===== src/rtl/expansion_bus_slave_if.sv =====
// Register-request bus between the expansion-port slave and the cartridge
// register file / DMA controller.
//   req_valid/req_we/req_addr/req_wdata : single-beat request (slave -> regfile)
//   req_ready                           : request accepted this cycle
//   rsp_valid/rsp_data                  : one-cycle read-data pulse
// Modports: master = request issuer (expansion_bus_slave), slave = register file.
interface expansion_bus_slave_if #(
  parameter int unsigned ADDR_BITS = 8
) ();
  logic                 req_valid;
  logic                 req_we;
  logic [ADDR_BITS-1:0] req_addr;
  logic [7:0]           req_wdata;
  logic                 req_ready;
  logic                 rsp_valid;
  logic [7:0]           rsp_data;

  modport master (
    output req_valid, req_we, req_addr, req_wdata,
    input  req_ready, rsp_valid, rsp_data
  );

  modport slave (
    input  req_valid, req_we, req_addr, req_wdata,
    output req_ready, rsp_valid, rsp_data
  );
endinterface


===== src/rtl/expansion_bus_slave.sv =====
// C64 expansion-port I/O slave. Turns IO1/IO2 window cycles into single-beat
// register requests and drives read data back onto the port during PHI2 high.
// Ports:
//   clk, rst                 : system clock, async active-high reset
//   full_m1/full_p0/half_p1  : pre-aligned PHI2 phase strobes
//   a, d_in, rw, io1_n, io2_n: raw expansion-port inputs (synchronised here)
//   d_out, d_oe              : port data and output enable
//   bus                      : register request/response bus (master side)
//   miss_count               : saturating count of late/missing reads and
//                              dropped cycles
module expansion_bus_slave #(
  parameter int unsigned SYNC_STAGES = 2,
  parameter int unsigned ADDR_BITS   = 8,
  parameter logic [7:0]  OPEN_BUS    = 8'hFF,
  parameter bit          USE_IO1     = 1'b0
) (
  input  logic                        clk,
  input  logic                        rst,
  input  logic                        full_m1,
  input  logic                        full_p0,
  input  logic                        half_p1,
  input  logic [15:0]                 a,
  input  logic [7:0]                  d_in,
  input  logic                        rw,
  input  logic                        io1_n,
  input  logic                        io2_n,
  output logic [7:0]                  d_out,
  output logic                        d_oe,
  expansion_bus_slave_if.master       bus,
  output logic [7:0]                  miss_count
);

  typedef enum logic [2:0] {
    IDLE,
    RD_REQ,
    RD_WAIT,
    RD_DRIVE,
    WR_WAIT,
    WR_REQ
  } state_t;

  // Synchroniser word: {addr, data, rw, select_n}. The window select is
  // chosen before the flops since USE_IO1 is static.
  localparam int unsigned SYNC_W = ADDR_BITS + 10;
  localparam logic [SYNC_W-1:0] SYNC_RST = {{(ADDR_BITS + 8){1'b0}}, 2'b11};

  logic [SYNC_W-1:0]    sync_d [SYNC_STAGES];
  logic [SYNC_W-1:0]    sync_q [SYNC_STAGES];
  logic [ADDR_BITS-1:0] a_s;
  logic [7:0]           d_s;
  logic                 rw_s;
  logic                 sel_n_s;
  logic                 sel_s;
  logic                 sel_n_raw;

  assign sel_n_raw = USE_IO1 ? io1_n : io2_n;

  always_comb begin
    sync_d[0] = {a[ADDR_BITS-1:0], d_in, rw, sel_n_raw};
    for (int unsigned i = 1; i < SYNC_STAGES; i++) begin
      sync_d[i] = sync_q[i-1];
    end
  end

  always_ff @(posedge clk or posedge rst) begin
    if (rst) begin
      for (int unsigned i = 0; i < SYNC_STAGES; i++) begin
        sync_q[i] <= SYNC_RST;
      end
    end else begin
      sync_q <= sync_d;
    end
  end

  assign {a_s, d_s, rw_s, sel_n_s} = sync_q[SYNC_STAGES-1];
  assign sel_s = ~sel_n_s;

  state_t               state_q, state_d;
  logic [ADDR_BITS-1:0] addr_q, addr_d;
  logic [7:0]           wdata_q, wdata_d;
  logic [7:0]           d_out_q, d_out_d;
  logic                 d_oe_q, d_oe_d;
  logic [7:0]           miss_q, miss_d;
  logic                 miss_inc;
  logic                 start;

  assign start = half_p1 && sel_s;

  // State and datapath registers.
  always_ff @(posedge clk or posedge rst) begin
    if (rst) begin
      state_q <= IDLE;
      addr_q  <= '0;
      wdata_q <= '0;
      d_out_q <= '0;
      d_oe_q  <= 1'b0;
      miss_q  <= '0;
    end else begin
      state_q <= state_d;
      addr_q  <= addr_d;
      wdata_q <= wdata_d;
      d_out_q <= d_out_d;
      d_oe_q  <= d_oe_d;
      miss_q  <= miss_d;
    end
  end

  // Next-state logic. A read timeout goes through RD_DRIVE rather than
  // straight to IDLE so the one-clk OPEN_BUS pulse is dropped by the same
  // full_p0 rule as a normal read; the response path is already closed there.
  always_comb begin
    state_d = state_q;
    unique case (state_q)
      IDLE: begin
        if (start) state_d = rw_s ? RD_REQ : WR_WAIT;
      end
      RD_REQ: begin
        if (bus.req_ready && bus.rsp_valid) state_d = RD_DRIVE;
        else if (full_m1)                   state_d = RD_DRIVE;
        else if (bus.req_ready)             state_d = RD_WAIT;
      end
      RD_WAIT: begin
        if (bus.rsp_valid || full_m1) state_d = RD_DRIVE;
      end
      RD_DRIVE: begin
        if (full_p0) state_d = IDLE;
      end
      WR_WAIT: begin
        if (full_m1) state_d = WR_REQ;
      end
      WR_REQ: begin
        if (bus.req_ready) state_d = IDLE;
      end
      default: state_d = IDLE;
    endcase
  end

  // Output and datapath logic.
  always_comb begin
    addr_d   = addr_q;
    wdata_d  = wdata_q;
    d_out_d  = d_out_q;
    d_oe_d   = d_oe_q;
    miss_inc = 1'b0;
    unique case (state_q)
      IDLE: begin
        d_oe_d = 1'b0;
        if (start) addr_d = a_s;
      end
      RD_REQ: begin
        if (bus.req_ready && bus.rsp_valid) begin
          d_out_d = bus.rsp_data;
          d_oe_d  = 1'b1;
        end else if (full_m1) begin
          d_out_d  = OPEN_BUS;
          d_oe_d   = 1'b1;
          miss_inc = 1'b1;
        end
      end
      RD_WAIT: begin
        if (bus.rsp_valid) begin
          d_out_d = bus.rsp_data;
          d_oe_d  = 1'b1;
        end else if (full_m1) begin
          d_out_d  = OPEN_BUS;
          d_oe_d   = 1'b1;
          miss_inc = 1'b1;
        end
      end
      RD_DRIVE: begin
        if (full_p0) d_oe_d = 1'b0;
      end
      WR_WAIT: begin
        d_oe_d = 1'b0;
        if (full_m1) wdata_d = d_s;
      end
      WR_REQ: begin
        d_oe_d = 1'b0;
        // A new selected cycle under write backpressure is dropped.
        if (start) miss_inc = 1'b1;
      end
      default: d_oe_d = 1'b0;
    endcase
    miss_d = (miss_inc && (miss_q != 8'hFF)) ? miss_q + 8'd1 : miss_q;
  end

  assign bus.req_valid = (state_q == RD_REQ) || (state_q == WR_REQ);
  assign bus.req_we    = (state_q == WR_REQ);
  assign bus.req_addr  = addr_q;
  assign bus.req_wdata = wdata_q;
  assign d_out         = d_out_q;
  assign d_oe          = d_oe_q;
  assign miss_count    = miss_q;

endmodule

===== src/flat_wrapper.sv =====
// flat-port wrapper written by rule: the top's interface ports become plain ports
module expansion_bus_slave_flat 
#(
  parameter int unsigned SYNC_STAGES = 2,
  parameter int unsigned ADDR_BITS   = 8,
  parameter logic [7:0]  OPEN_BUS    = 8'hFF,
  parameter bit          USE_IO1     = 1'b0
)
  (clk, rst, full_m1, full_p0, half_p1, a, d_in, rw, io1_n, io2_n, d_out, d_oe, miss_count, bus_req_valid, bus_req_we, bus_req_addr, bus_req_wdata, bus_req_ready, bus_rsp_valid, bus_rsp_data);
  expansion_bus_slave_if #(.ADDR_BITS(ADDR_BITS)) bus_i ();
  input  logic clk;
  input  logic rst;
  input  logic full_m1;
  input  logic full_p0;
  input  logic half_p1;
  input  logic [15:0] a;
  input  logic [7:0] d_in;
  input  logic rw;
  input  logic io1_n;
  input  logic io2_n;
  output logic [7:0] d_out;
  output logic d_oe;
  output logic [7:0] miss_count;
  output wire logic [$bits(bus_i.req_valid)-1:0] bus_req_valid;
  output wire logic [$bits(bus_i.req_we)-1:0] bus_req_we;
  output wire logic [$bits(bus_i.req_addr)-1:0] bus_req_addr;
  output wire logic [$bits(bus_i.req_wdata)-1:0] bus_req_wdata;
  input wire logic [$bits(bus_i.req_ready)-1:0] bus_req_ready;
  input wire logic [$bits(bus_i.rsp_valid)-1:0] bus_rsp_valid;
  input wire logic [$bits(bus_i.rsp_data)-1:0] bus_rsp_data;
  assign bus_req_valid = bus_i.req_valid;
  assign bus_req_we = bus_i.req_we;
  assign bus_req_addr = bus_i.req_addr;
  assign bus_req_wdata = bus_i.req_wdata;
  assign bus_i.req_ready = bus_req_ready;
  assign bus_i.rsp_valid = bus_rsp_valid;
  assign bus_i.rsp_data = bus_rsp_data;
  expansion_bus_slave #(.SYNC_STAGES(SYNC_STAGES), .ADDR_BITS(ADDR_BITS), .OPEN_BUS(OPEN_BUS), .USE_IO1(USE_IO1)) u_core (.clk(clk), .rst(rst), .full_m1(full_m1), .full_p0(full_p0), .half_p1(half_p1), .a(a), .d_in(d_in), .rw(rw), .io1_n(io1_n), .io2_n(io2_n), .d_out(d_out), .d_oe(d_oe), .bus(bus_i), .miss_count(miss_count));
endmodule

===== config.mk =====
export PLATFORM = sky130hd
export DESIGN_NAME = expansion_bus_slave_flat
export DESIGN_NICKNAME = d
export VERILOG_FILES = /design/src/rtl/expansion_bus_slave_if.sv /design/src/rtl/expansion_bus_slave.sv /design/src/flat_wrapper.sv
export SDC_FILE = /design/constraint.sdc
export NUM_CORES = 1
export LEC_CHECK = 0
export ABC_AREA = 1
export ABC_CLOCK_PERIOD_IN_PS = 2700
export CORE_MARGIN = 2
export CORE_UTILIZATION = 47
export DETAILED_ROUTE_END_ITERATION = 12
export PLACE_DENSITY = 0.88
export SLEW_MARGIN = 5
export SYNTH_ARGS = -nofsm -noshare
export SYNTH_HDL_FRONTEND = slang
export SYNTH_SLANG_ARGS = --single-unit

===== constraint.sdc =====
create_clock -name clk -period 2.7 [get_ports clk]
set_input_delay 0.405 -clock clk [delete_from_list [all_inputs] [get_ports clk]]
set_output_delay 0.405 -clock clk [all_outputs]
set_load 0.01 [all_outputs]

==> metrics.txt <==
status=completed; Clk Tree Root Cell=clkbuf_8; Synth-to-Final Area Change=34.4%; Worst Reg-to-Reg Cells=6; worst path required time=2300 ps; Die Wd=between 80 and 90 um; DP Wirelength=3.52 mm; Tcrit/Tclk final=about three quarters; I/O Pins=a little under 80; Post-Route WL=about 5.0 mm; Worst R2R End=u_core.d_out[4]$_DFFE_PP0P_; clock latency at the later pin of the worst-skew pair=around 330 ps; Setup crit start kind=flop; CTS tree=built; Detail Route Antenna Nets=0; Power Total=between 0.003 and 0.004 W; Slew HR=between 60% and 70%; P_leak=1.81 nW; Post-Syn Area=2730 sq um; sequential-to-total area share from yosys stat=roughly 66%; FMAX=about 0.48 GHz; CTS sink cnt=slightly above 70; GPL Wtd Cong=0.901; Placed Instances=approximately 400; fin crit period=~2100 ps; fin nets=384; Setup WS post-layout=roughly 620 ps; ranking of synthesized cells by area=dfrtp_1, nand2_1, inv_1, dfstp_2, nand3_1; H-tree depth=3; r2r startpoint=u_core.state_q[2]$_DFFE_PP0P_; layout cells sized above 1=approximately 10%; Fillers=around 440; vias in the first global route=1966; clk_skew=about 8.0 ps; # setup viols final=0; min-delay worst type=flop to flop; Clock transition at path regs=approximately 70 ps; CP endpoint kind=output pin; GRT Total Usage=between 10% and 20%; Remaining Overflow, GRT=0; std cell rows=27; Pwr Density=between 900 and 1000 nW/um^2; initial antenna violation count=0; Setup TNS=0 ps; Synth Register Bits=72; DIE AREA=about 6400 sq um; worst slew pin tran=between 500 and 600 ps; Vias=1960; Post-Syn Instances=263; DR pass1 iterations=5; CP max FO=7; Max rail drop VDD=roughly 0.47 mV; number of CTS-inserted buffers=9; number of diodes=0; unrepaired setup endpoints after global routing=false; Max-Cap Viols=0; Setup CP Type=flop to output pin; first-pass GRT wire length=~8.4 mm; Synth Net Count=306; pre-CTS setup slack=881 ps; number of non-filler instances in the completed layout=418; die span in y=~80 um; WHS Path Cells=0; post-CTS setup buffers=0; distinct cell type count after synthesis=18; largest net degree at the start of global routing=47; Reg2Reg Setup Slack=1100 ps; Ys Warns=0; final max-slew violation count=0; clk buf depth=2; post-synth top area share=between 60% and 70%; crit path from=u_core.state_q[2]$_DFFE_PP0P_; Starting Density=about half; core area=5570 sq um; 1st-iter DRT viols=between 90 and 100; drt via density=4.69; port buffer count=67; Syn Area/Cell=~10 sq um; Routed WL per cell=around 12 um; Fin Hold WS=around 350 ps; Synth area leader=dfrtp_1; post_cts resized=0; Fin. Hold Viols=0; drt drc=0; CP endpoint=bus_req_we; Hold Buf Count CTS=0; Arr. time, crit path=between 1500 and 2000 ps
[how the worst min path moves through the flow]
stage | start | to | slack (ps)
after floorplan | u_core.sync_d[10]$_DFF_PP0_ | u_core.a_s[0]$_DFF_PP0_ | 330
after global placement | u_core.sync_d[13]$_DFF_PP0_ | u_core.a_s[3]$_DFF_PP0_ | 330
after detailed placement | u_core.sync_d[14]$_DFF_PP0_ | u_core.a_s[4]$_DFF_PP0_ | 330
after CTS | u_core.sync_d[14]$_DFF_PP0_ | u_core.a_s[4]$_DFF_PP0_ | 350
after global routing | u_core.sync_d[7]$_DFF_PP0_ | u_core.d_s[5]$_DFF_PP0_ | 360
final | u_core.sync_d[14]$_DFF_PP0_ | u_core.a_s[4]$_DFF_PP0_ | 350
[cells by family (layout without fill, tap and decap cells)]
family / Yosys count / in the layout / synth area share, %
XOR/XNOR: 3 / 3 / 0.962
AND/OR/NAND/NOR: 120 / 120 / 19.7
flip-flops: 72 / 72 / 66.1
AO/OA/AOI/OAI: 16 / 16 / 3.44
adder cells (fa/ha/maj): 1 / 1 / 0.458
buffers and inverters: 43 / 126 / 5.95
multiplexers: 8 / 8 / 3.30
[state kept, by name, indices dropped and copies added (netlist names)]
register              count
u_core.sync_d            18
u_core.bus.req_addr       8
u_core.d_oe               1
u_core.d_out              8
u_core.a_s                8
u_core.bus.req_wdata      8
u_core.state_q            3
u_core.rw_s               1
u_core.d_s                8
u_core.sel_n_s            1
u_core.miss_count         8
[stage by stage]
stage          instance area (sq um)  utilization (%)
6_report                        3670             65.9
5_1_grt                         3670             65.9
4_1_cts                         3670             65.9
3_5_place_dp                    3510             62.9
3_3_place_gp                    3510             62.9
2_1_floorplan                   2730                -
[final cells by class]
cell class	instances	area [sq um]	share of cell area, %
multi-input combinational	148	762	20.7
sequential	72	1810	49.2
clock inverter	5	33.8	0.920
timing repair buffer	68	691	18.8
inverter	42	158	4.29
tap	72	90.1	2.45
clock buffer	11	131	3.58
[layer usage]
metal	track usage, %	wire, um
met5	0	0
met4	9.15	106
met3	4.83	279
met2	28.2	2460
met1	20.9	2130
[synth_stat cells]
cell type	n
nand2_1	72
dfrtp_1	68
inv_1	42
nand3_1	21
nor2_1	12
o21ai_0	12
nand3b_1	9
mux2_2	8
dfstp_2	4
o21bai_1	3
xor2_1	3
nand2_2	2
nand2_4	2
a21boi_2	1
buf_2	1
ha_1	1
nand3_2	1
nor2_2	1
[worst max-delay path, stage by stage (launching register included)]
cell and delay [ps]:
dfrtp_1 460, inv_1 170, nor2_2 160, clkdlybuf4s50_1 560
[layout by cell type (no fill, tap or decap)]
cell,synthesis,final
clkbuf_1,0,2
dfrtp_1,68,68
inv_1,42,41
o21ai_0,12,12
nand2_4,2,2
nand2_1,72,72
inv_2,0,1
nand2_2,2,2
buf_12,0,1
clkinv_4,0,1
dfstp_2,4,4
nor2_2,1,1
mux2_2,8,8
clkbuf_8,0,9
nand3_1,21,21
o21bai_1,3,3
clkdlybuf4s50_1,0,67
xor2_1,3,3
nand3b_1,9,9
nand3_2,1,1
a21boi_2,1,1
clkinvlp_4,0,2
nor2_1,12,12
clkinv_2,0,2
ha_1,1,1
[power breakdown]
part / total [W] / internal, W / switching (W)
Combinational: 0.00123 / 0.000628 / 0.000600
Sequential: 0.00149 / 0.00133 / 0.000157
Clock: 0.000708 / 0.000332 / 0.000376
(Power assumes the default switching activity.)
